### src/rtl/mem_arbiter.sv
// mem_arbiter: shares one single-port SRAM between the instruction-fetch
// port (port 0) and the load/store port (port 1). Grants are combinational
// and an access completes at the posedge where its grant is high. Round-robin
// mode limits a port to MAX_BURST back-to-back grants while the other port
// waits. Fixed-priority mode always favours port 0.
module mem_arbiter #(
    parameter int AW         = 14,
    parameter int DW         = 32,
    parameter int MAX_BURST  = 4,
    parameter int FIXED_PRIO = 0
) (
    input  logic          clk,
    input  logic          reset,
    input  logic          p0_req,
    input  logic          p0_we,
    input  logic [AW-1:0] p0_addr,
    input  logic [DW-1:0] p0_wd,
    input  logic          p1_req,
    input  logic          p1_we,
    input  logic [AW-1:0] p1_addr,
    input  logic [DW-1:0] p1_wd,
    output logic          p0_gnt,
    output logic          p1_gnt,
    output logic          p0_rvalid,
    output logic          p1_rvalid,
    output logic [DW-1:0] p0_rdata,
    output logic [DW-1:0] p1_rdata,
    output logic [AW-1:0] mem_addr,
    output logic          mem_we,
    output logic [DW-1:0] mem_wd,
    input  logic [DW-1:0] mem_rd
);

    typedef enum logic [1:0] {
        IDLE = 2'd0,
        OWN0 = 2'd1,
        OWN1 = 2'd2
    } state_t;

    localparam logic [3:0] MAX_BURST_C = 4'(MAX_BURST);
    localparam logic       FIXED_C     = (FIXED_PRIO != 0);

    // Burst counter increment that sticks at 15 instead of wrapping.
    function automatic logic [3:0] sat_inc(input logic [3:0] v);
        return (v == 4'd15) ? 4'd15 : (v + 4'd1);
    endfunction

    state_t          state_r, state_s;
    logic [3:0]      cnt_r, cnt_s;
    logic            ptr_r, ptr_s;
    logic            gnt0_s, gnt1_s;
    logic            p0_rvalid_r, p1_rvalid_r;
    logic [DW-1:0]   p0_rdata_r, p1_rdata_r;

    // Arbitration state, burst counter and priority pointer.
    always_ff @(posedge clk or negedge reset) begin
        if (!reset) begin
            state_r <= IDLE;
            cnt_r   <= 4'd0;
            ptr_r   <= 1'b0;
        end else begin
            state_r <= state_s;
            cnt_r   <= cnt_s;
            ptr_r   <= ptr_s;
        end
    end

    // Next-state, counter and raw grant decision.
    always_comb begin
        state_s = state_r;
        cnt_s   = cnt_r;
        ptr_s   = ptr_r;
        gnt0_s  = 1'b0;
        gnt1_s  = 1'b0;
        case (state_r)
            IDLE: begin
                if (p0_req && p1_req) begin
                    // ptr names the port that lost the previous conflict
                    if (FIXED_C || !ptr_r) begin
                        gnt0_s  = 1'b1;
                        state_s = OWN0;
                    end else begin
                        gnt1_s  = 1'b1;
                        state_s = OWN1;
                    end
                    cnt_s = 4'd1;
                end else if (p0_req) begin
                    gnt0_s  = 1'b1;
                    state_s = OWN0;
                    cnt_s   = 4'd1;
                end else if (p1_req) begin
                    gnt1_s  = 1'b1;
                    state_s = OWN1;
                    cnt_s   = 4'd1;
                end else begin
                    state_s = IDLE;
                    cnt_s   = 4'd0;
                end
            end
            OWN0: begin
                if (p0_req && (!p1_req || FIXED_C || (cnt_r < MAX_BURST_C))) begin
                    gnt0_s  = 1'b1;
                    state_s = OWN0;
                    cnt_s   = sat_inc(cnt_r);
                end else if (p1_req) begin
                    gnt1_s  = 1'b1;
                    state_s = OWN1;
                    cnt_s   = 4'd1;
                end else begin
                    state_s = IDLE;
                    cnt_s   = 4'd0;
                end
            end
            OWN1: begin
                if (p1_req && (!p0_req || (!FIXED_C && (cnt_r < MAX_BURST_C)))) begin
                    gnt1_s  = 1'b1;
                    state_s = OWN1;
                    cnt_s   = sat_inc(cnt_r);
                end else if (p0_req) begin
                    gnt0_s  = 1'b1;
                    state_s = OWN0;
                    cnt_s   = 4'd1;
                end else begin
                    state_s = IDLE;
                    cnt_s   = 4'd0;
                end
            end
            default: begin
                state_s = IDLE;
                cnt_s   = 4'd0;
            end
        endcase
        // On a conflict the loser gets the pointer so it wins the next tie.
        if (p0_req && p1_req) begin
            ptr_s = gnt0_s ? 1'b1 : 1'b0;
        end else begin
            ptr_s = ptr_r;
        end
    end

    // Reset kills grants immediately so no SRAM write can slip through.
    assign p0_gnt = gnt0_s & reset;
    assign p1_gnt = gnt1_s & reset;

    // SRAM request mux; idle bus is driven to all zeros.
    always_comb begin
        mem_addr = {AW{1'b0}};
        mem_we   = 1'b0;
        mem_wd   = {DW{1'b0}};
        if (p0_gnt) begin
            mem_addr = p0_addr;
            mem_we   = p0_we;
            mem_wd   = p0_wd;
        end else if (p1_gnt) begin
            mem_addr = p1_addr;
            mem_we   = p1_we;
            mem_wd   = p1_wd;
        end else begin
            mem_addr = {AW{1'b0}};
            mem_we   = 1'b0;
            mem_wd   = {DW{1'b0}};
        end
    end

    // Read-data capture and one-cycle valid pulse per granted read.
    always_ff @(posedge clk or negedge reset) begin
        if (!reset) begin
            p0_rvalid_r <= 1'b0;
            p1_rvalid_r <= 1'b0;
            p0_rdata_r  <= {DW{1'b0}};
            p1_rdata_r  <= {DW{1'b0}};
        end else begin
            p0_rvalid_r <= p0_gnt & ~p0_we;
            p1_rvalid_r <= p1_gnt & ~p1_we;
            if (p0_gnt && !p0_we) begin
                p0_rdata_r <= mem_rd;
            end
            if (p1_gnt && !p1_we) begin
                p1_rdata_r <= mem_rd;
            end
        end
    end

    assign p0_rvalid = p0_rvalid_r;
    assign p1_rvalid = p1_rvalid_r;
    assign p0_rdata  = p0_rdata_r;
    assign p1_rdata  = p1_rdata_r;

endmodule

### config.mk
export PLATFORM = sky130hd
export DESIGN_NAME = mem_arbiter
export DESIGN_NICKNAME = d
export VERILOG_FILES = /design/src/rtl/mem_arbiter.sv
export SDC_FILE = /design/constraint.sdc
export NUM_CORES = 1
export LEC_CHECK = 0
export ABC_AREA = 0
export CAP_MARGIN = 10
export CORE_UTILIZATION = 35
export CTS_BUF_LIST = sky130_fd_sc_hd__clkbuf_4
export CTS_CLUSTER_SIZE = 20
export DETAILED_ROUTE_END_ITERATION = 6
export HOLD_SLACK_MARGIN = 0.15
export PLACE_DENSITY = 0.8
export SYNTH_ARGS = -nofsm -noshare
export SYNTH_HDL_FRONTEND = slang
export SYNTH_SLANG_ARGS = --single-unit
export TNS_END_PERCENT = 1
### constraint.sdc
create_clock -name clk -period 2.8 [get_ports clk]
set_clock_uncertainty 0.05 [all_clocks]
set_input_delay 0.56 -clock clk [delete_from_list [all_inputs] [get_ports clk]]
set_output_delay 0.56 -clock clk [all_outputs]
set_load 0.05 [all_outputs]
Yosys cells after proc, flatten, opt, wreduce, memory -nomap -nowiden:

Cells that the tools add are included.

* bits of input ports: 130
* word-level logic and storage cells: 66
* register bits after elaboration: 73

* add/subtract/negate cells: 1
* eq/ne operators: 3
* reductions and logical operators: 12
* bitwise logic cells: 6
* mux-type cells: 36
* order comparisons: 1

Operators with widths (count)
* 2-to-1 mux 32 bit: 2
* 2-to-1 mux 14 bit: 2
* 2-to-1 mux 1 bit: 19
* 2-to-1 mux 2 bit: 6
* 2-to-1 mux 4 bit: 3
* one-hot mux 4 bit (3 select lines): 1
* one-hot mux 1 bit (3 select lines): 2
* one-hot mux 2 bit (3 select lines): 1
* logical AND 1 bit: 5
* adder 4 x 1 -> 4 bit (second input constant): 1
* bitwise AND 1 bit: 4
* == test 4 bit (second input constant): 1
* zero test 1 bit: 4
* less-than comparator 4 x 3 -> 1 bit (second input constant): 1
* == test 2 x 1 -> 1 bit (second input constant): 1
* == test 2 bit (second input constant): 1
* zero test 2 bit: 1
* logical OR 1 bit: 2
* NOT 1 bit: 2

Logic depth before layout (Yosys ltp):

* depth after elaboration: 8
* mapped depth: 8
* depth with buffers taken out: 5

Least setup slack after synthesis:

No wires, ideal clock.

* kind: input port to output port
* from: in p0_req
* to: out mem_addr[10]
* slack: -0.250 ns
* buffers on the path: 2
* data arrival time: 2.440 ns
* cell stages on the path: 5
* required time: 2.190 ns
* path through: clkbuf_1 o211a_4 and3_1 clkbuf_1 a22o_1

* elaborated cells between the ends (all ways): 19
* classes of those cells: 12 x mux; 2 x bitwise; 5 x reduce/logical

RTL lines
* from (decl): line 14 `input logic p0_req,`
* zero test 1 bit: line 115 `if (p1_req && (!p0_req || (!FIXED_C && (cnt_r < MAX_BURST_C)))) begin`
* logical OR 1 bit: line 115
* logical AND 1 bit: line 115
* 2-to-1 mux 1 bit: line 115
* one-hot mux 1 bit (3 select lines) *: line 75 `case (state_r)`
* bitwise AND 1 bit *: line 142 `assign p0_gnt = gnt0_s & reset;`
* net p0_gnt: line 22 `output logic p0_gnt,`
* 2-to-1 mux 14 bit *: line 150 `if (p0_gnt) begin`
* to (decl): line 28 `output logic [AW-1:0] mem_addr,`

The timed path passes the listed nets; every way through them passes the cells marked *.

Worst setup path after layout:

* from: reg state_r[0]
* to: out mem_wd[16]

* word-level cells in the longest chain between the ends: 5
* elaborated cells between the ends (all ways): 9
* classes of those cells: 2 x eq/ne; 4 x mux; 2 x bitwise; 1 x reduce/logical

Ends and longest elaborated chain
* from (decl): line 48 `state_t state_r, state_s;`
* from (signal assigned): line 62 `state_r <= state_s;`
* == test 2 bit, or another cell as far along: line 75
* one-hot mux 1 bit (3 select lines): line 75
* bitwise AND 1 bit: line 143 `assign p1_gnt = gnt1_s & reset;`
* 2-to-1 mux 32 bit: line 154 `end else if (p1_gnt) begin`
* 2-to-1 mux 32 bit *: line 150
* to (decl): line 30 `output logic [DW-1:0] mem_wd,`

Every way passes the cells marked *; elsewhere a longest branch is shown, timed or not.

==> qor.txt <==
Slew headroom: 42.6%
Number of nets still failing antenna checks after routing: 0
Failing checks: negative setup slack
Share of async-settable or async-resettable flops after synthesis: 100%
Core outline area: 9860 um^2
Slew at the pin with the worst max-slew slack: 0.861 ns
Data required time of the worst path: 2.19 ns
Detailed Route Iter0 Violations: 109
Hold Vio Cnt, Final: 0
Clock H-tree levels: 3
First-pass iteration count of the detailed router: 4
Static leakage power: 0.00313 uW
Type of element launching the critical path: flip-flop
Run status: complete, but fails checks
Startpoint of the most critical register-to-register path: state_r[0]
Clock sinks: 73
RSZ-0062 raised after global routing: true
Share of the clock period used by the worst path: 108%
Number of cell rows: 36
Synth Net Count: 395
Cell at the root of the clock tree: sky130_fd_sc_hd__clkbuf_4
Vias per cell: 5.03
Min Hold Slack: 0.358 ns
Total of max-cap violations: 0
Wire length reported by the detailed router: 13.4 mm
Delay of the slowest cell on the worst path: 0.43 ns
Maximum number of pins on one net before global-route repair: 71
Combined global-route utilization of all metal layers: 24.7%
Dominant cell type by area after synthesis: sky130_fd_sc_hd__dfrtp_1
Arr. time, crit path: 2.42 ns
Fraction of final layout cells sized beyond drive strength 1: 37.0%
Post-Syn Area: 3580 um^2
Mean instance size in the synthesized netlist: 13.6 um^2
Clock-pin transition on the worst setup and hold timing paths: 0.13 ns
F_max: 330 MHz
Residual DRC: 0
# nets final: 661
Number of cell instances on the worst register-to-register path: 6
CP endpoint kind: output pin
Clock latency at the later pin of the worst-skew pair: 0.41 ns
Global placer's final weighted congestion: 0.841
GRT overflow: 0
End of the worst register-to-register path: p1_rdata[1]
Top Ports: 245
Die Y-Extent: 103 um
Power density over cell area: 845 nW/um^2
First-pass GRT wire length: 19.2 mm
Series of cell instances along the critical path: or3b_4 > o211a_4 > and3_4 > buf_8 > clkbuf_16 > a22o_4 > buf_12
Crit path time final: 3.03 ns
Clock network fraction of design power: 10.2%
Commonest cells after routing, fill and taps aside: sky130_fd_sc_hd__clkdlybuf4s50_1, sky130_fd_sc_hd__dfrtp_1, sky130_fd_sc_hd__buf_12, sky130_fd_sc_hd__mux2_2
Post-synthesis register bit count: 73
Sum of net half-perimeters after detailed placement: 9.63 mm
Worst path buffer plus inverter count: 3
Clock tree from TritonCTS: done
R2R Setup Slk: 0.57 ns
Fin worst setup slack: -0.227 ns
Portion of total power attributed to sequential cells: 26.6%
Combinational group share of total power: 63.2%
Yosys warnings: 0
Worst slack at placement: -0.335 ns
Final-report setup violation count: 47
Number of pins exceeding their max-slew limit in the final report: 0
Yosys cell types: 40
Area share of the largest cell type after synthesis: 51.0%
DIE AREA: 10,700 um^2
Clock buffer count from CTS: 9
Routed vias: 3,372
Net switching power figure: 2850 uW
Maximum ir drop on the vdd rail: 0.000839 V
Top cells by area in the synthesized netlist: sky130_fd_sc_hd__dfrtp_1, sky130_fd_sc_hd__mux2_2, sky130_fd_sc_hd__a22o_1
Initial Utilization: 36.3%
Slowest library cell on the worst path: sky130_fd_sc_hd__dfrtp_1
P&R area growth vs syn: 104%
Port buffer count: 244
Most common cell after layout, fill and taps aside: sky130_fd_sc_hd__clkdlybuf4s50_1
Number of flops mapped to enable cells by yosys: 0
Net Sw Frac: 46.0%
Setup CP Type: flip-flop to output pin
Number of cells on the critical path: 7
Gate family responsible for the most delay along the worst path: simple AND/OR/NAND/NOR gates
Clk buf depth: 2
Worst-path maximum fanout: 6
Primary FF master, synth: sky130_fd_sc_hd__dfrtp_1
Post-synthesis cell count: 264
Number of global-route vias before repair: 3,641
Min-Delay Path Class: primary input to async pin
Die X: 103 um
Internal Dissipation: 3340 uW
WL per Instance: 20.0 um
Antenna violations before repair: 2
Proportion of synthesized chip area in sequential cells: 51.0%
[power groups by stage]
stage / sequential [uW] / combinational [uW] / clock (uW)
2_1_floorplan: 2950 / 941 / 0
3_3_place_gp: 1640 / 3720 / 0
3_5_place_dp: 1670 / 3760 / 0
4_1_cts: 1650 / 3890 / 647
5_1_grt: 1700 / 4040 / 694
6_report: 1650 / 3910 / 632
[worst reg2reg max path: stages (launching register included)]
cell and delay (ns):
sky130_fd_sc_hd__dfrtp_1 0.43, sky130_fd_sc_hd__or3b_4 0.41, sky130_fd_sc_hd__buf_4 0.16, sky130_fd_sc_hd__a2111oi_2 0.42, sky130_fd_sc_hd__nor2_4 0.07, sky130_fd_sc_hd__inv_1 0.21, sky130_fd_sc_hd__mux2_2 0.37
[sequential cells by signal, indices dropped and copies added (netlist names)]
register,cells
cnt_r,4
p0_rdata,32
p0_rvalid,1
p1_rdata,32
p1_rvalid,1
ptr_r,1
state_r,2
[routing by layer]
metal | part of all wire (%) | wire length [um] | GRT usage (%)
met5 | 0 | 0 | 0
met4 | 3.6 | 477 | 12.7
met2 | 52 | 6960 | 45.4
met1 | 35 | 4680 | 24.0
met3 | 9.6 | 1280 | 9.74
[metrics by stage]
step	cells	util (%)	setup TNS [ns]	power [uW]	instance area, um^2
2_1_floorplan	264	-	0	3890	3590
3_3_place_gp	637	68.0	-12.71	5360	6710
5_1_grt	670	74.3	-13.34	6440	7330
4_1_cts	666	73.2	-10.86	6190	7220
6_report	670	74.3	-9.09	6190	7330
3_5_place_dp	637	68.0	-13.59	5420	6710
[worst max-delay path by stage]
stage                from            to  slack [ns]
5_1_grt        state_r[0]    mem_wd[16]       -0.32
4_1_cts        state_r[1]    mem_wd[12]       -0.25
3_5_place_dp       p1_req    mem_wd[12]       -0.34
3_3_place_gp       p1_req    mem_wd[12]       -0.32
6_report       state_r[0]    mem_wd[16]       -0.23
2_1_floorplan      p1_req  mem_addr[10]        0.05
[cell usage after synthesis (2+ instances only)]
master	n
sky130_fd_sc_hd__o21ai_0	5
sky130_fd_sc_hd__a22o_1	46
sky130_fd_sc_hd__buf_2	6
sky130_fd_sc_hd__nand2_1	5
sky130_fd_sc_hd__mux2_4	19
sky130_fd_sc_hd__inv_1	6
sky130_fd_sc_hd__nor2_1	5
sky130_fd_sc_hd__dfrtp_1	73
sky130_fd_sc_hd__nand3_1	3
sky130_fd_sc_hd__a31oi_1	4
sky130_fd_sc_hd__a21oi_1	3
sky130_fd_sc_hd__nor3_1	2
sky130_fd_sc_hd__buf_4	4
sky130_fd_sc_hd__mux2_2	46
sky130_fd_sc_hd__and3_1	2
sky130_fd_sc_hd__buf_6	9
sky130_fd_sc_hd__clkbuf_1	3
[cell families after synthesis]
kind of cell             Yosys count  synth area share [%]
AND/OR/NAND/NOR                   25                  4.12
flip-flops                        73                  51.0
buffers and inverters             29                  5.55
adder cells (fa/ha/maj)            1                 0.349
multiplexers                      66                  22.7
AO/OA/AOI/OAI                     69                  16.1
XOR/XNOR                           1                 0.244
[layout make-up]
type / instances / area, um^2
diodes: 2 / 5.00
flip-flops and latches: 73 / 1830
clock inverters: 7 / 61.3
fillers: 608 / 2540
multi-input cells: 162 / 1790
well taps: 133 / 166
repair buffers: 277 / 3380
clock buffers: 9 / 67.6
inverters: 7 / 26.3
[repair_timing]
item,in CTS,in global routing
gates cloned,4,2
endpoints found under the setup margin,48,49
endpoints found under the hold margin,3,0
pin swaps,52,4
resized for setup,32,9
hold buffers,1,0
setup buffers,8,0
Note: power is estimated with default switching activity, not from simulation.
